<file path="config.mk">
export PLATFORM = sky130hd
export DESIGN_NAME = pl_frame_sync_descrambler
export DESIGN_NICKNAME = d
export VERILOG_FILES = /design/src/rtl/pl_rx_pkg.sv /design/src/rtl/pl_gold_seq.sv /design/src/rtl/pl_frame_sync_descrambler.sv
export SDC_FILE = /design/constraint.sdc
export NUM_CORES = 1
export LEC_CHECK = 0
export ABC_AREA = 1
export ABC_CLOCK_PERIOD_IN_PS = 6620
export CORE_ASPECT_RATIO = 0.7
export CORE_MARGIN = 2
export CORE_UTILIZATION = 50
export DETAILED_ROUTE_END_ITERATION = 16
export GPL_TIMING_DRIVEN = 0
export PLACE_DENSITY = 0.66
export SLEW_MARGIN = 20
export SYNTH_ARGS = -nofsm -noshare
export SYNTH_HDL_FRONTEND = slang
export SYNTH_SLANG_ARGS = --single-unit
</file>
<file path="constraint.sdc">
create_clock -name clk -period 6.62 [get_ports clk]
set_clock_uncertainty 0.05 [all_clocks]
set_input_delay 1.324 -clock clk [delete_from_list [all_inputs] [get_ports clk]]
set_output_delay 1.324 -clock clk [all_outputs]
set_load 0.02 [all_outputs]
</file>
<file path="src/rtl/pl_rx_pkg.sv">
// Shared constants and types for the DVB-S2 PL receive path: SOF pattern, sync states,
// Gold-code seeds/taps and default frame geometry.
package pl_rx_pkg;

  localparam int unsigned SofLen      = 26;
  localparam logic [25:0] SofBits     = 26'h18D2E82;
  localparam int unsigned FrameLenDef = 21690;
  localparam int unsigned HdrLenDef   = 90;

  localparam logic [17:0] GoldXSeed = 18'h00001;
  localparam logic [17:0] GoldYSeed = 18'h3FFFF;
  // Register bit j holds sequence element (i + j); feedback masks pick the recurrence taps.
  localparam logic [17:0] GoldXFb   = 18'h00081;
  localparam logic [17:0] GoldYFb   = 18'h004A1;
  localparam logic [17:0] GoldXQ    = 18'h08050;
  localparam logic [17:0] GoldYQ    = 18'h3FF60;

  typedef enum logic [1:0] {
    StSearch = 2'd0,
    StVerify = 2'd1,
    StLock   = 2'd2
  } pl_state_e;

  // Expected SOF symbol at window position n (0 = oldest); pi/2-BPSK on the 8PSK grid.
  function automatic logic [2:0] sof_sym(input int unsigned n);
    logic b;
    b = SofBits[5'(SofLen - 1 - n)];
    if (n % 2 == 0) return b ? 3'd5 : 3'd1;
    return b ? 3'd7 : 3'd3;
  endfunction

endpackage

</file>
<file path="src/rtl/pl_gold_seq.sv">
// DVB-S2 Gold scrambling sequence generator (code 0); r = 2*zq + zi for the current index.
module pl_gold_seq
  import pl_rx_pkg::*;
(
  input  logic       clk,
  input  logic       rst_n,
  input  logic       seed,
  input  logic       step,
  output logic [1:0] r
);

  logic [17:0] x_q, x_d, y_q, y_d;

  always_comb begin
    x_d = x_q;
    y_d = y_q;
    if (seed) begin
      x_d = GoldXSeed;
      y_d = GoldYSeed;
    end else if (step) begin
      x_d = {^(x_q & GoldXFb), x_q[17:1]};
      y_d = {^(y_q & GoldYFb), y_q[17:1]};
    end
  end

  always_ff @(posedge clk or negedge rst_n) begin
    if (!rst_n) begin
      x_q <= '0;
      y_q <= '0;
    end else begin
      x_q <= x_d;
      y_q <= y_d;
    end
  end

  assign r = {(^(x_q & GoldXQ)) ^ (^(y_q & GoldYQ)), x_q[0] ^ y_q[0]};

endmodule

</file>
<file path="src/rtl/pl_frame_sync_descrambler.sv">
// DVB-S2 PL frame synchroniser: SOF search/verify/lock with flywheel, header strip and
// Gold-code descrambling of the payload symbols.
module pl_frame_sync_descrambler
  import pl_rx_pkg::*;
#(
  parameter int unsigned FRAME_LEN   = FrameLenDef,
  parameter int unsigned HDR_LEN     = HdrLenDef,
  parameter int unsigned SOF_ERR_TOL = 3,
  parameter int unsigned CONFIRM_N   = 2,
  parameter int unsigned MISS_N      = 3
) (
  input  logic       clk,
  input  logic       rst_n,
  input  logic [2:0] i_sym,
  input  logic       i_valid,
  output logic [2:0] o_sym,
  output logic       o_valid,
  output logic       o_sof,
  output logic       o_locked,
  output logic [1:0] o_state
);

  localparam int unsigned FW = $clog2(FRAME_LEN);
  localparam int unsigned HW = $clog2(CONFIRM_N + 1);
  localparam int unsigned MW = $clog2(MISS_N + 1);

  localparam logic [FW-1:0] FidxLast    = FW'(FRAME_LEN - 1);
  localparam logic [FW-1:0] FidxChk     = FW'(SofLen - 1);
  localparam logic [FW-1:0] FidxLoad    = FW'(SofLen);
  localparam logic [FW-1:0] FidxHdrLast = FW'(HDR_LEN - 1);
  localparam logic [FW-1:0] FidxHdr     = FW'(HDR_LEN);
  localparam logic [4:0]    ErrTol      = 5'(SOF_ERR_TOL);
  localparam logic [HW-1:0] HitsDone    = HW'(CONFIRM_N);
  localparam logic [MW-1:0] MissDone    = MW'(MISS_N);

  pl_state_e           state_q, state_d;
  logic [FW-1:0]       fidx_q, fidx_d;
  logic [HW-1:0]       hits_q, hits_d;
  logic [MW-1:0]       miss_q, miss_d;
  logic [SofLen-2:0][2:0] win_q, win_d;
  logic [SofLen-1:0][2:0] cand;
  logic [2:0]          sym_q, sym_d;
  logic                valid_q, valid_d, sof_q, sof_d, locked_q;
  logic [4:0]          errs;
  logic                hit, chk;
  logic [1:0]          gold_r;

  // Window seen by the correlator includes the symbol being accepted this cycle.
  assign cand = {win_q, i_sym};

  always_comb begin
    errs = '0;
    for (int unsigned n = 0; n < SofLen; n++) begin
      errs = errs + 5'(cand[5'(SofLen - 1 - n)] != sof_sym(n));
    end
  end

  assign hit = (errs <= ErrTol);
  assign chk = (fidx_q == FidxChk);

  pl_gold_seq u_gold (
    .clk   (clk),
    .rst_n (rst_n),
    .seed  (i_valid && (fidx_q == FidxHdrLast)),
    .step  (i_valid && (fidx_q >= FidxHdr)),
    .r     (gold_r)
  );

  always_comb begin
    state_d = state_q;
    fidx_d  = fidx_q;
    hits_d  = hits_q;
    miss_d  = miss_q;
    win_d   = win_q;
    valid_d = 1'b0;
    sym_d   = '0;
    sof_d   = 1'b0;
    if (i_valid) begin
      win_d  = cand[SofLen-2:0];
      fidx_d = (fidx_q == FidxLast) ? '0 : fidx_q + FW'(1);
      unique case (state_q)
        StSearch: begin
          if (hit) begin
            state_d = StVerify;
            hits_d  = HW'(1);
            fidx_d  = FidxLoad;
          end
        end
        StVerify: begin
          if (chk) begin
            if (hit) begin
              hits_d = hits_q + HW'(1);
              if (hits_d == HitsDone) begin
                state_d = StLock;
                miss_d  = '0;
              end
            end else begin
              state_d = StSearch;
            end
          end
        end
        StLock: begin
          if (chk) begin
            if (hit) begin
              miss_d = '0;
            end else begin
              miss_d = miss_q + MW'(1);
              if (miss_d == MissDone) state_d = StSearch;
            end
          end
        end
        default: state_d = StSearch;
      endcase
      if ((state_q == StLock) && (fidx_q >= FidxHdr)) begin
        valid_d = 1'b1;
        sym_d   = i_sym - {gold_r, 1'b0};
        sof_d   = (fidx_q == FidxHdr);
      end
    end
  end

  always_ff @(posedge clk or negedge rst_n) begin
    if (!rst_n) begin
      state_q  <= StSearch;
      fidx_q   <= '0;
      hits_q   <= '0;
      miss_q   <= '0;
      win_q    <= '0;
      valid_q  <= 1'b0;
      sym_q    <= '0;
      sof_q    <= 1'b0;
      locked_q <= 1'b0;
    end else begin
      state_q  <= state_d;
      fidx_q   <= fidx_d;
      hits_q   <= hits_d;
      miss_q   <= miss_d;
      win_q    <= win_d;
      valid_q  <= valid_d;
      sym_q    <= sym_d;
      sof_q    <= sof_d;
      locked_q <= (state_d == StLock);
    end
  end

  assign o_sym    = sym_q;
  assign o_valid  = valid_q;
  assign o_sof    = sof_q;
  assign o_locked = locked_q;
  assign o_state  = state_q;

endmodule

</file>
[Word-level counts from Yosys, hierarchy flattened]
Index checks and enable logic that the tools add are counted.
Storage, ports and cells
  register bits: 138
  bits in latches: 0
  bits in writable memories: 0
  bits in read-only memories: 0
  input bits: 6
  output and inout bits: 8
  logic and storage cells: 153
  memories: 0
Cells by class
  add/sub/neg operators: 29
  $mul: 0
  div/mod/pow operators: 0
  order comparisons: 2
  equality and inequality tests: 40
  shift operators: 0
  muxes and demuxes: 32
  bitwise logic cells: 2
  reductions and logical operators: 13
Operator list (count)
  $add 5x1->5: 21
  $mux 18: 4
  $reduce_xor 18->1: 4
  $mux 15: 3
  $ne 3x3->1 const B: 11
  $mux 2: 16
  $eq 15x7->1 const B: 2
  $ne 3x2->1 const B: 9
  $ne 3x1->1 const B: 6
  $add 15x1->15 const B: 1
  $eq 15x15->1 const B: 1
  $eq 15x5->1 const B: 1
  $ge 15x7->1 const B: 1
  $ne 2x2->1 const B: 5
  $eq 2x2->1 const B: 4
  $pmux 2 s2: 2
  $mux 3: 2
  $pmux 2 s3: 1
  $reduce_and 6->1: 1
  $reduce_bool 2->1: 3
  $add 4x1->5: 1
  $le 5x2->1 const B: 1
  $reduce_and 5->1: 1
  $add 2x1->2 const B: 2
  other kinds (9): 15

[Depth between registers and ports, before layout]
Gate-level depths: netlist of run 1.
  depth in word-level cells: 32
  mapped depth: 26
  depth with buffers taken out: 26

[Hierarchy]
Synthesis of run 1 repeated with hierarchy kept, for this count alone.
Unflattened totals
  cell total of the unflattened synthesis: 803
  area, all modules: 6897.9 um^2
Modules (own cells, without submodules)
  pl_frame_sync_descrambler: times used 1, cells each 598, area an instance 5186.2 um^2, seq. area each 2552.4 um^2
  pl_gold_seq: times used 1, cells each 205, area an instance 1711.6 um^2, seq. area each 900.9 um^2

[Worst setup path before layout of run 1]
No wires, ideal clock.
  path kind: register -> register
  from: register win_q (netlist bit cand[44])
  to: register locked_q (netlist: o_locked)
  library setup time: 0.113 ns
  arrival: 5.070 ns
  data required time: 6.457 ns
  path slack: 1.388 ns
  stages on the path, launching flop included: 25
  buffers on the path: 0
  clock period less this slack: 5.232 ns
  cell sequence: dfrtp_1 -> inv_1 -> nand3_1 -> fa_1 -> inv_1 -> fa_1 -> inv_1 -> fa_1 -> fa_1 -> fa_1 -> inv_1 -> fa_1 -> inv_1 -> ha_1 -> fa_1 -> xnor2_1 -> nand2_1 -> nor2_1 -> nand3_1 -> nand2_1 -> inv_1 -> nand2_1 -> nand2_1 -> nand2_1 -> inv_1
On the way
  cells in the longest elaborated chain, start to end: 22
  elaborated cells on any way between the ends: 25
  classes of those cells: add/sub (15); order compare (1); eq/ne (2); mux (7)
Ends and longest elaborated chain
  from (decl): RTL line pl_frame_sync_descrambler.sv:40  | logic [SofLen-2:0][2:0] win_q, win_d;
  from (signal assigned): RTL line pl_frame_sync_descrambler.sv:138  | win_q <= win_d;
  $ne 3x2->1 (*): RTL line pl_frame_sync_descrambler.sv:54  | errs = errs + 5'(cand[5'(SofLen - 1 - n)] != sof_sym(n));
  $add 5x1->5 (*) (15 in series): RTL line pl_frame_sync_descrambler.sv:54
  $le 5x2->1 (*): RTL line pl_frame_sync_descrambler.sv:58  | assign hit = (errs <= ErrTol);
  $mux 2 (on tied branches): RTL line pl_frame_sync_descrambler.sv:104, pl_frame_sync_descrambler.sv:91
  $mux 2 (on tied branches): RTL line pl_frame_sync_descrambler.sv:103, pl_frame_sync_descrambler.sv:90
  $pmux 2 s3 (*): RTL line pl_frame_sync_descrambler.sv:81  | unique case (state_q)
  $mux 2 (*): RTL line pl_frame_sync_descrambler.sv:78  | if (i_valid) begin
  $eq 2x2->1 (*): RTL line pl_frame_sync_descrambler.sv:142  | locked_q <= (state_d == StLock);
  to (signal assigned): RTL line pl_frame_sync_descrambler.sv:142
  to (decl): RTL line pl_frame_sync_descrambler.sv:43  | logic valid_q, valid_d, sof_q, sof_d, locked_q;
Every way passes the cells marked *; elsewhere a longest branch is shown, timed or not.
A chain may end at the register's enable or synchronous reset.

[Worst setup path after layout of run 1]
  from: register win_q (netlist bit cand[72])
  to: register fidx_q[14]
On the way
  cells in the longest elaborated chain, start to end: 29
Ends and longest elaborated chain
  $ne 3x3->1: RTL line pl_frame_sync_descrambler.sv:54
  $add 1x1->2: RTL line pl_frame_sync_descrambler.sv:54
  $add 2x1->3: RTL line pl_frame_sync_descrambler.sv:54
  $add 3x1->4: RTL line pl_frame_sync_descrambler.sv:54
  $add 4x1->5: RTL line pl_frame_sync_descrambler.sv:54
  $add 5x1->5 (21 in series): RTL line pl_frame_sync_descrambler.sv:54
  $le 5x2->1: RTL line pl_frame_sync_descrambler.sv:58
  $mux 15: RTL line pl_frame_sync_descrambler.sv:83  | if (hit) begin
  $mux 15: RTL line pl_frame_sync_descrambler.sv:81
  to (signal assigned): RTL line pl_frame_sync_descrambler.sv:135  | fidx_q <= fidx_d;
  to (decl): RTL line pl_frame_sync_descrambler.sv:37  | logic [FW-1:0] fidx_q, fidx_d;
No other way between the ends.

==> results.json, run 1 <==
{
  "outcome": "completed",
  "dieArea_um2": 14740,
  "initial_core_util_pct": 51.72,
  "cts_buffers": 17,
  "drc": 0,
  "crit_fanout": 10,
  "postCtsHoldBufs": 0,
  "path_class": "register to register",
  "die_w_um": 144.3,
  "p_comb_share_pct": 33.3,
  "fmax_ghz": 0.1750,
  "total_power_mw": 3.439,
  "dp_hpwl_um": 10710,
  "wl_per_cell_um": 15.44,
  "crit_path_start_kind": "register",
  "cts_tree": "done",
  "hp-class": "register to register",
  "path_cells": "inv_1, nor3_1, fa_1, inv_1, fa_1, fa_1, fa_1, fa_1, inv_1, fa_1, inv_1, ha_1, fa_1, nand3_1, nand2_1, nand2_1, nand2_1, nand3_1, nand3_2, o21ai_0",
  "synthCells": 782,
  "overflow": 0,
  "synthesis.area_um2": 6885,
  "p_per_area_nw_per_um2": 432.9,
  "r2r_cells": 20,
  "core-area_um2": 13310,
  "cts_sinks": 138,
  "max_cap_violations": 0,
  "vias": 5353,
  "synth_edf_count": 0,
  "place_area_um2": 7269,
  "cp.required_ps": 6900,
  "async_flop_share_pct": 100.0,
  "diodes": 0,
  "io_buffers": 12,
  "postRouteWirelength_um": 15620,
  "max_slew_margin_pct": 52.69,
  "clkTransAtPathRegs_ps": 60,
  "yosysUniqueCellTypes": 42,
  "internal_power_mw": 2.209,
  "grt_usage_pct": 23.51,
  "ir_worst_vdd_v": 0.0001901,
  "swShare_pct": 35.75,
  "maxSlewViolCount": 0,
  "rrSetupSlack_ps": 910,
  "yosysSeqAreaShare_pct": 50.15,
  "post_cts_buffers": 0,
  "htree_levels": 4,
  "cpMaxStageDelayCell": "fa_1",
  "synth_area_per_cell_um2": 8.805,
  "min_path_cells": 2,
  "rows": 35,
  "leakage_nw": 3.771,
  "cpMostUsedCell": "fa_1",
  "period_needed_ps": 5715,
  "gp_congestion": 0.8683,
  "drtIter0Drc": 529,
  "die_y_um": 102.2,
  "synth_ff_type": "dfrtp_1",
  "viasPerCell": 5.290,
  "grt_pass1_vias": 5325,
  "rr_startpoint": "cand[72]$_DFFE_PN0P_",
  "setup_slack_ps": 905.2,
  "final_area_um2": 7945,
  "worstMarginPinSlew_ps": 709.7,
  "antenna_found_initial": 0,
  "ys_warn_count": 0,
  "area_growth_pct": 15.39,
  "drtAntennaViolNets": 0,
  "endpoint_kind": "register",
  "grt_max_degree": 80,
  "clockBufferDepth": 2,
  "clock_latency_ps": 420,
  "p_seq_share_pct": 35.1,
  "p_switching_mw": 1.230,
  "root_buffer": "clkbuf_16",
  "cp_slowest_stage_delay_ps": 550,
  "cp.arrival_ps": 5990,
  "top_level_ports": 14,
  "pwr-share-clk_pct": 31.6,
  "r2r-end": "fidx_q[14]$_DFFE_PN0P_",
  "min_from": "miss_q[0]$_DFFE_PN0P_",
  "place_ws_ps": 907.9,
  "synth.ff_latch_count": 138,
  "rsz0062_at_grt": "no",
  "fin_nets": 853,
  "finalCritPeriodShare_pct": 86.33,
  "grt_pass1_wl_um": 26560,
  "hold_path_end": "miss_q[0]$_DFFE_PN0P_",
  "cts_resized": 0,
  "syn-num-nets": 821,
  "final_layout_size_suffix_gt1_share_pct": 9.432,
  "hold_violations": 0,
  "finalSetupViolCount": 0,
  "firstDrtPassIters": 5
}
[metal layers]
metal / GRT usage [%] / part of all wire [%] / vias up
met5: 0 / 0 / -
met4: 7.842 / 1.5 / 0
met3: 4.077 / 4.6 / 23
met2: 35.75 / 45 / 132
met1: 34.69 / 49 / 2643
li1: - / - / 2555
[cells by family (layout without fill, tap and decap cells)]
logic type | Yosys count | after routing | synth area share, %
buf+inv | 121 | 166 | 7.323
compound gates | 102 | 102 | 8.450
mux | 1 | 1 | 0.1454
simple gates | 360 | 360 | 22.53
xor+xnor | 27 | 27 | 3.434
flops | 138 | 138 | 50.15
fa+ha+maj | 33 | 33 | 7.959
[registers in the layout, indices dropped and copies added, names as in the netlist]
name        cells
u_gold.y_q     18
miss_q          2
cand           75
o_locked        1
o_sof           1
o_state         2
o_valid         1
fidx_q         15
u_gold.x_q     18
hits_q          2
o_sym           3
[cells in the mapped netlist (6+ instances only)]
library cell | n | area share (%)
dfrtp_1 | 138 | 50
o21ai_0 | 66 | 4.8
nand3_1 | 61 | 4.4
ha_1 | 15 | 2.7
o22ai_1 | 7 | 0.64
nand2_1 | 234 | 13
fa_1 | 18 | 5.2
nor2_1 | 24 | 1.3
inv_2 | 6 | 0.33
inv_1 | 83 | 4.5
clkbuf_1 | 19 | 1.0
xnor2_1 | 17 | 2.2
nor3_1 | 14 | 1.0
xor2_1 | 10 | 1.3
o21ai_1 | 10 | 0.73
[per-stage QoR]
step / TNS, ps / hold slack [ps] / utilization, % / std cells
6_report: 0 / 427.2 / 59.68 / 1012
2_1_floorplan: 0 / 391.9 / - / 782
3_5_place_dp: 0 / 414.5 / 54.61 / 980
4_1_cts: 0 / 429.2 / 59.68 / 1012
5_1_grt: 0 / 456.8 / 59.68 / 1012
3_3_place_gp: -169220 / 403.9 / 54.36 / 979
[how the worst max path moves through the flow]
stage,cells after the start,slack (ps),start,to
2_1_floorplan,24,1390,cand[44]$_DFFE_PN0P_,o_locked$_DFF_PN0_
3_3_place_gp,1,-1240,rst_n,u_gold.y_q[10]$_DFFE_PN0P_
3_5_place_dp,20,910,cand[72]$_DFFE_PN0P_,fidx_q[13]$_DFFE_PN0P_
4_1_cts,20,890,cand[72]$_DFFE_PN0P_,fidx_q[14]$_DFFE_PN0P_
5_1_grt,20,480,cand[72]$_DFFE_PN0P_,fidx_q[14]$_DFFE_PN0P_
6_report,20,910,cand[72]$_DFFE_PN0P_,fidx_q[14]$_DFFE_PN0P_
[cell type report]
cell class	instances	area (µm²)
multi-input cells	523	2928
plain buffers	31	163.9
inverters	90	340.3
flip-flops and latches	138	3453
clock inverters	12	219.0
well taps	185	231.5
fillers	1160	5368
clock buffers	20	456.7
repair buffers	13	152.6
[critical path: cells and delay by family, from the launching register on]
kind            cells  cell delay (ps)
fa+ha+maj           8             3660
compound gates      1              250
simple gates        7             1060
buf+inv             4              280
flops               1              340
[cell usage in the layout (no fill, tap or decap), types with 5 or more instances in the layout]
cell type        count
xor2_1              10
o21ai_1             10
o22ai_1              7
a21oi_1              5
nand2_1            234
nor2_1              24
xnor2_1             17
inv_1               83
ha_1                15
nor3_1              14
nand3_1             61
clkbuf_16           17
o21ai_0             66
clkdlybuf4s50_1     11
nand4_1              5
nor2_2               5
dfrtp_1            138
fa_1                18
clkbuf_1            20
inv_2                6
bufinv_16            6
buf_2                5
[power by group through the flow]
stage          logic [mW]  clock network, mW  registers, mW
3_5_place_dp         1.13                  0           1.22
5_1_grt              1.32               1.14           1.23
2_1_floorplan       0.875                  0           1.18
4_1_cts              1.15               1.10           1.21
6_report             1.14               1.09           1.21
3_3_place_gp         1.10                  0           1.21
(Power assumes the default switching activity.)
==> run 2: changes to the inputs <==
--- a/config.mk
+++ b/config.mk
@@ -7,11 +7,12 @@
 export LEC_CHECK = 0
 export ABC_AREA = 1
 export ABC_CLOCK_PERIOD_IN_PS = 6620
-export CORE_ASPECT_RATIO = 0.7
+export CORE_ASPECT_RATIO = 0.9
 export CORE_MARGIN = 2
 export CORE_UTILIZATION = 50
 export DETAILED_ROUTE_END_ITERATION = 16
 export GPL_TIMING_DRIVEN = 0
+export MAX_ROUTING_LAYER = met4
 export PLACE_DENSITY = 0.66
 export SLEW_MARGIN = 20
 export SYNTH_ARGS = -nofsm -noshare
==> run 2 against run 1 <==
Die area is essentially flat. Core utilization fell by 1.3 points. Clock power is 13% lower. Sequential power hardly changed. Hold slack better by 6.3 ps. Global-route usage is 0.28 points lower. Worst setup slack worse by 12 ps. Sequential share of layout area is 0.60 points higher. Critical endpoint unchanged. Highest routed layer unchanged.
==> results.json, run 2 (synthesized netlist as in run 1, its figures left out) <==
{
  "outcome": "completed",
  "crit_path_start_kind": "register",
  "fin_nets": 853,
  "core-area_um2": 13410,
  "min_path_cells": 2,
  "p_per_area_nw_per_um2": 419.0,
  "r2r_cells": 21,
  "grt_max_degree": 74,
  "fin_hold_ws_ps": 433.4,
  "crit_fanout": 10,
  "cp.required_ps": 6910,
  "rrSetupSlack_ps": 890,
  "rsz0062_at_grt": "no",
  "hp-class": "register to register",
  "drtAntennaViolNets": 0,
  "dp_hpwl_um": 10640,
  "die_w_um": 127.7,
  "r2r-end": "fidx_q[14]$_DFFE_PN0P_",
  "ir_worst_vdd_v": 0.0002286,
  "fmax_ghz": 0.1746,
  "clockBufferDepth": 2,
  "period_needed_ps": 5726,
  "fillCellCount": 1197,
  "diodes": 0,
  "clock_latency_ps": 430,
  "worstMarginPinSlew_ps": 615.7,
  "post_cts_buffers": 0,
  "firstDrtPassIters": 5,
  "grt_pass1_wl_um": 25660,
  "finalCritPeriodShare_pct": 86.50,
  "drtIter0Drc": 359,
  "root_buffer": "clkbuf_16",
  "dieArea_um2": 14730,
  "maxSlewViolCount": 0,
  "top_level_ports": 14,
  "seq_area_um2": 3453,
  "cts_buffers": 17,
  "io_buffers": 12,
  "postCtsHoldBufs": 0,
  "cts_resized": 0,
  "antenna_found_initial": 0,
  "gp_congestion": 0.8662,
  "largest_register_ffs": 75,
  "cts_tree": "done",
  "rr_startpoint": "cand[26]$_DFFE_PN0P_",
  "max_cap_violations": 0,
  "postRouteWirelength_um": 15040,
  "endpoint_kind": "register",
  "finalSetupViolCount": 0,
  "die_y_um": 115.3,
  "final_layout_size_suffix_gt1_share_pct": 9.212,
  "vias": 5237,
  "clkTransAtPathRegs_ps": 60,
  "setup_slack_ps": 893.6,
  "initial_core_util_pct": 51.33,
  "drc": 0,
  "min_from": "miss_q[1]$_DFFE_PN0P_",
  "max_slew_margin_pct": 58.95,
  "overflow": 0,
  "cts_sinks": 138,
  "area_growth_pct": 13.81,
  "grt_usage_pct": 23.23,
  "viasPerCell": 5.274,
  "wl_per_cell_um": 15.15,
  "rows": 40,
  "final_common_cell": "nand2_1",
  "hold_violations": 0,
  "hold_path_end": "miss_q[1]$_DFFE_PN0P_",
  "cp.arrival_ps": 6010,
  "multi_input_area_um2": 2928,
  "final_cell_mix": "nand2_1, dfrtp_1, inv_1, o21ai_0, nand3_1",
  "place_ws_ps": 923.2,
  "htree_levels": 4,
  "grt_pass1_vias": 5238,
  "leakage_nw": 3.732,
  "path_class": "register to register"
}
run 2: routing by layer:
metal	global-route usage, %	up-vias	part of all wire [%]
met3	5.724	20	3.4
met4	7.253	0	1.3
met5	-	-	0
met2	34.33	77	46
met1	31.87	2590	49
li1	-	2550	-
run 2: cell type report:
class                           count  area share [%]
Multi-Input combinational cell    523           37.36
Clock buffer                       23           6.355
Clock inverter                      7           1.150
Inverter                           90           4.343
Timing Repair Buffer               13           1.948
Sequential cell                   138           44.07
Tap cell                          168           2.682
Buffer                             31           2.092
run 2: worst max-delay path by stage:
stage | startpoint | endpoint | cells past startpoint
global placement | rst_n | u_gold.x_q[7]$_DFFE_PN0P_ | 1
detailed placement | cand[26]$_DFFE_PN0P_ | fidx_q[14]$_DFFE_PN0P_ | 21
global route | cand[26]$_DFFE_PN0P_ | fidx_q[14]$_DFFE_PN0P_ | 21
CTS | cand[26]$_DFFE_PN0P_ | fidx_q[14]$_DFFE_PN0P_ | 21
finish | cand[26]$_DFFE_PN0P_ | fidx_q[14]$_DFFE_PN0P_ | 21
floorplan | cand[44]$_DFFE_PN0P_ | o_locked$_DFF_PN0_ | 24
run 2: metrics by stage:
| step | utilization, % | std cells | power (mW) | area [µm²] | setup TNS [ps] |
|---|---|---|---|---|---|
| finish | 58.42 | 993 | 3.283 | 7836 | 0 |
| global route | 58.42 | 993 | 3.537 | 7836 | 0 |
| CTS | 58.42 | 993 | 3.307 | 7836 | 0 |
| floorplan | - | 782 | 2.060 | 6885 | 0 |
| global placement | 53.80 | 962 | 2.296 | 7216 | -171340 |
| detailed placement | 54.04 | 963 | 2.346 | 7248 | 0 |
run 2: worst max-delay path, stage by stage, from the launching register on:
cell     delay, ps
dfrtp_1        360
inv_1           90
nand3_1        120
fa_1           560
inv_1           60
fa_1           530
fa_1           540
inv_1           50
fa_1           460
fa_1           560
inv_1           60
fa_1           530
inv_1           40
ha_1           220
fa_1           400
nand3_1        130
nand2_1         60
nand2_1         60
nand2_1         60
nand3_1        190
nand3_2        260
o21ai_0        250
run 2: power breakdown:
part,switching [mW],internal [mW],total (mW),leakage [nW]
sequential,0.172,1.04,1.21,1.83
clock,0.354,0.598,0.952,0.287
combinational,0.674,0.448,1.12,1.62
==> run 3: changes to the inputs <==
--- a/config.mk
+++ b/config.mk
@@ -6,14 +6,14 @@
 export NUM_CORES = 1
 export LEC_CHECK = 0
 export ABC_AREA = 1
-export ABC_CLOCK_PERIOD_IN_PS = 6620
+export ABC_CLOCK_PERIOD_IN_PS = 5050
 export CORE_ASPECT_RATIO = 0.9
 export CORE_MARGIN = 2
 export CORE_UTILIZATION = 50
 export DETAILED_ROUTE_END_ITERATION = 16
 export GPL_TIMING_DRIVEN = 0
 export MAX_ROUTING_LAYER = met4
-export PLACE_DENSITY = 0.66
+export PLACE_DENSITY = 0.69
 export SLEW_MARGIN = 20
 export SYNTH_ARGS = -nofsm -noshare
 export SYNTH_HDL_FRONTEND = slang
==> constraint.sdc (replaced) <==
create_clock -name clk -period 5.05 [get_ports clk]
set_clock_uncertainty 0.05 [all_clocks]
set_input_delay 1.01 -clock clk [delete_from_list [all_inputs] [get_ports clk]]
set_output_delay 1.01 -clock clk [all_outputs]
set_load 0.02 [all_outputs]
==> run 3 against run 2 <==
The run now ends with negative setup slack left. Flip-flop and latch count is the same. Via count grew 3.1%. Hold slack lost 1.9 ps. Non-clock buffer count grew 7. Wire length grew 4.0%. Combinational power grew 55%. First-iteration DRC count shrank 1.7%. Largest cell class unchanged.
==> results.json, run 3 (synthesized netlist as in run 1, its figures left out) <==
{
  "largest_register_ffs": 75,
  "max_slew_margin_pct": 51.20,
  "rsz0062_at_grt": "yes",
  "firstDrtPassIters": 5,
  "viasPerCell": 5.385,
  "cts_buffers": 17,
  "p_seq_share_pct": 33.9,
  "postRouteWirelength_um": 15640,
  "final_cells": 1003,
  "total_power_mw": 4.675,
  "finalCritPeriodShare_pct": 106.5,
  "crit_fanout": 5,
  "drc": 0,
  "gp_congestion": 0.8901,
  "root_buffer": "clkbuf_16",
  "min_path_cells": 2,
  "drtAntennaViolNets": 0,
  "maxSlewViolCount": 0,
  "leakage_nw": 3.849,
  "postCtsHoldBufs": 0,
  "hold_violations": 0,
  "final_cell_mix": "nand2_1, dfrtp_1, inv_1, o21ai_0, nand3_1",
  "grt_usage_pct": 24.12,
  "overflow": 0,
  "rows": 40,
  "fmax_ghz": 0.1859,
  "max_cap_violations": 0,
  "wl_per_cell_um": 15.60,
  "top_level_ports": 14,
  "htree_levels": 4,
  "swShare_pct": 37.46,
  "cp.required_ps": 5270,
  "min_from": "cand[67]$_DFFE_PN0P_",
  "clock_latency_ps": 420,
  "io_buffers": 12,
  "antenna_found_initial": 0,
  "dp_hpwl_um": 10550,
  "vias": 5401,
  "hold_path_end": "cand[70]$_DFFE_PN0P_",
  "pwr-share-clk_pct": 28.8,
  "finalSetupViolCount": 22,
  "final_common_cell": "nand2_1",
  "final_layout_size_suffix_gt1_share_pct": 15.33,
  "dp.cells": 963,
  "crit_path_start_kind": "register",
  "path_class": "register to register",
  "path_cells": "inv_2, nand3_2, fa_1, inv_1, fa_1, inv_1, fa_1, fa_1, fa_1, inv_1, fa_1, inv_1, ha_2, fa_2, xnor2_2, nand2_2, nor2_4, nand3_4, buf_12, nand3_4, mux2i_1",
  "drtIter0Drc": 353,
  "r2r_cells": 21,
  "clockBufferDepth": 2,
  "rrSetupSlack_ps": -330,
  "p_switching_mw": 1.751,
  "dieArea_um2": 14730,
  "initial_core_util_pct": 51.33,
  "cp.arrival_ps": 5600,
  "ir_worst_vdd_v": 0.0003098,
  "fin_nets": 861,
  "cts_sinks": 138,
  "hp-class": "register to register",
  "grt_max_degree": 72,
  "area_growth_pct": 18.64,
  "internal_power_mw": 2.924,
  "cpMostUsedCell": "fa_1",
  "die_y_um": 115.3,
  "cpMaxStageDelayCell": "fa_1",
  "rr_startpoint": "cand[44]$_DFFE_PN0P_",
  "die_w_um": 127.7,
  "clkTransAtPathRegs_ps": 60,
  "setup_slack_ps": -328.9,
  "violations": "negative setup slack",
  "outcome": "complete, but fails checks",
  "diodes": 0,
  "p_per_area_nw_per_um2": 572.3,
  "grt_pass1_vias": 5448,
  "endpoint_kind": "register",
  "worstMarginPinSlew_ps": 732.0,
  "cts_tree": "done",
  "period_needed_ps": 5379,
  "core-area_um2": 13410,
  "grt_pass1_wl_um": 26750,
  "cp_slowest_stage_delay_ps": 540,
  "p_comb_share_pct": 37.3,
  "r2r-end": "fidx_q[0]$_DFFE_PN0P_"
}
run 3: changes by cell type in the layout (fill, tap and decap cells not counted), moves of 3 or more:
cell | before | now
o22ai_1 | 7 | 1
nand2_1 | 234 | 226
o22ai_2 | 1 | 7
nand3_2 | 4 | 11
nand2_2 | 2 | 8
nand3_1 | 61 | 52
buf_4 | 3 | 8
nand3_4 | 0 | 3
inv_2 | 6 | 14
nor3_1 | 14 | 11
inv_1 | 83 | 74
o21ai_0 | 66 | 63
run 3: area by class of cell:
cell class / count / area (µm²)
timing repair buffer: 20 / 221.5
fill: 1113 / 5244
clock inverter: 11 / 167.7
inverter: 90 / 342.8
multi-input combinational: 524 / 3139
sequential: 138 / 3453
tap: 168 / 210.2
clock buffer: 21 / 470.5
buffer: 31 / 163.9
run 3: per-stage QoR:
step / hold slack [ps] / TNS (ps) / cell area [µm²] / worst slack (ps) / utilization [%]
floorplan: 391.9 / 0 / 6920 / 19.94 / -
global placement: 407.5 / -349090 / 7251 / -2491 / 54.06
detailed placement: 417.0 / -7184 / 7283 / -419.2 / 54.30
CTS: 434.8 / -5207 / 8095 / -299.5 / 60.35
global route: 464.4 / -9315 / 8169 / -494.3 / 60.90
finish: 431.6 / -5640 / 8169 / -328.9 / 60.90
run 3: worst max-delay path: cells and delay by family, from the launching register on:
family,cells,cell delay [ps]
multiplexers,1,90
XOR/XNOR,1,140
flip-flops,1,390
adder cells (fa/ha/maj),8,3590
buffers and inverters,6,410
AND/OR/NAND/NOR,5,540
run 3: worst max path at each step:
stage / from / end / slack [ps]
after detailed placement: cand[14]$_DFFE_PN0P_ / o_locked$_DFF_PN0_ / -420
after global routing: cand[44]$_DFFE_PN0P_ / fidx_q[0]$_DFFE_PN0P_ / -490
after CTS: cand[32]$_DFFE_PN0P_ / hits_q[0]$_DFFE_PN0P_ / -300
final: cand[44]$_DFFE_PN0P_ / fidx_q[0]$_DFFE_PN0P_ / -330
after global placement: rst_n / u_gold.x_q[2]$_DFFE_PN0P_ / -2490
after floorplan: cand[14]$_DFFE_PN0P_ / o_locked$_DFF_PN0_ / 20
run 3: power by group through the flow:
stage	registers (mW)	logic (mW)	clock network (mW)
2_1_floorplan	1.56	1.15	0
3_3_place_gp	1.58	1.43	0
3_5_place_dp	1.59	1.48	0
4_1_cts	1.58	1.64	1.36
5_1_grt	1.62	1.97	1.41
6_report	1.59	1.74	1.34
run 3: repair_timing:
item,CTS,global route
gates cloned,1,0
resized for setup,27,18
buffers inserted,6,1
setup endpoints to repair,22,22
pin swaps,10,7
run 3: layer usage:
layer,vias up,routed length (µm),global-route usage (%)
li1,2570,-,-
met1,2688,7254,31.91
met2,123,7457,37.43
met3,20,714,6.003
met4,0,217,6.593
met5,-,0,-
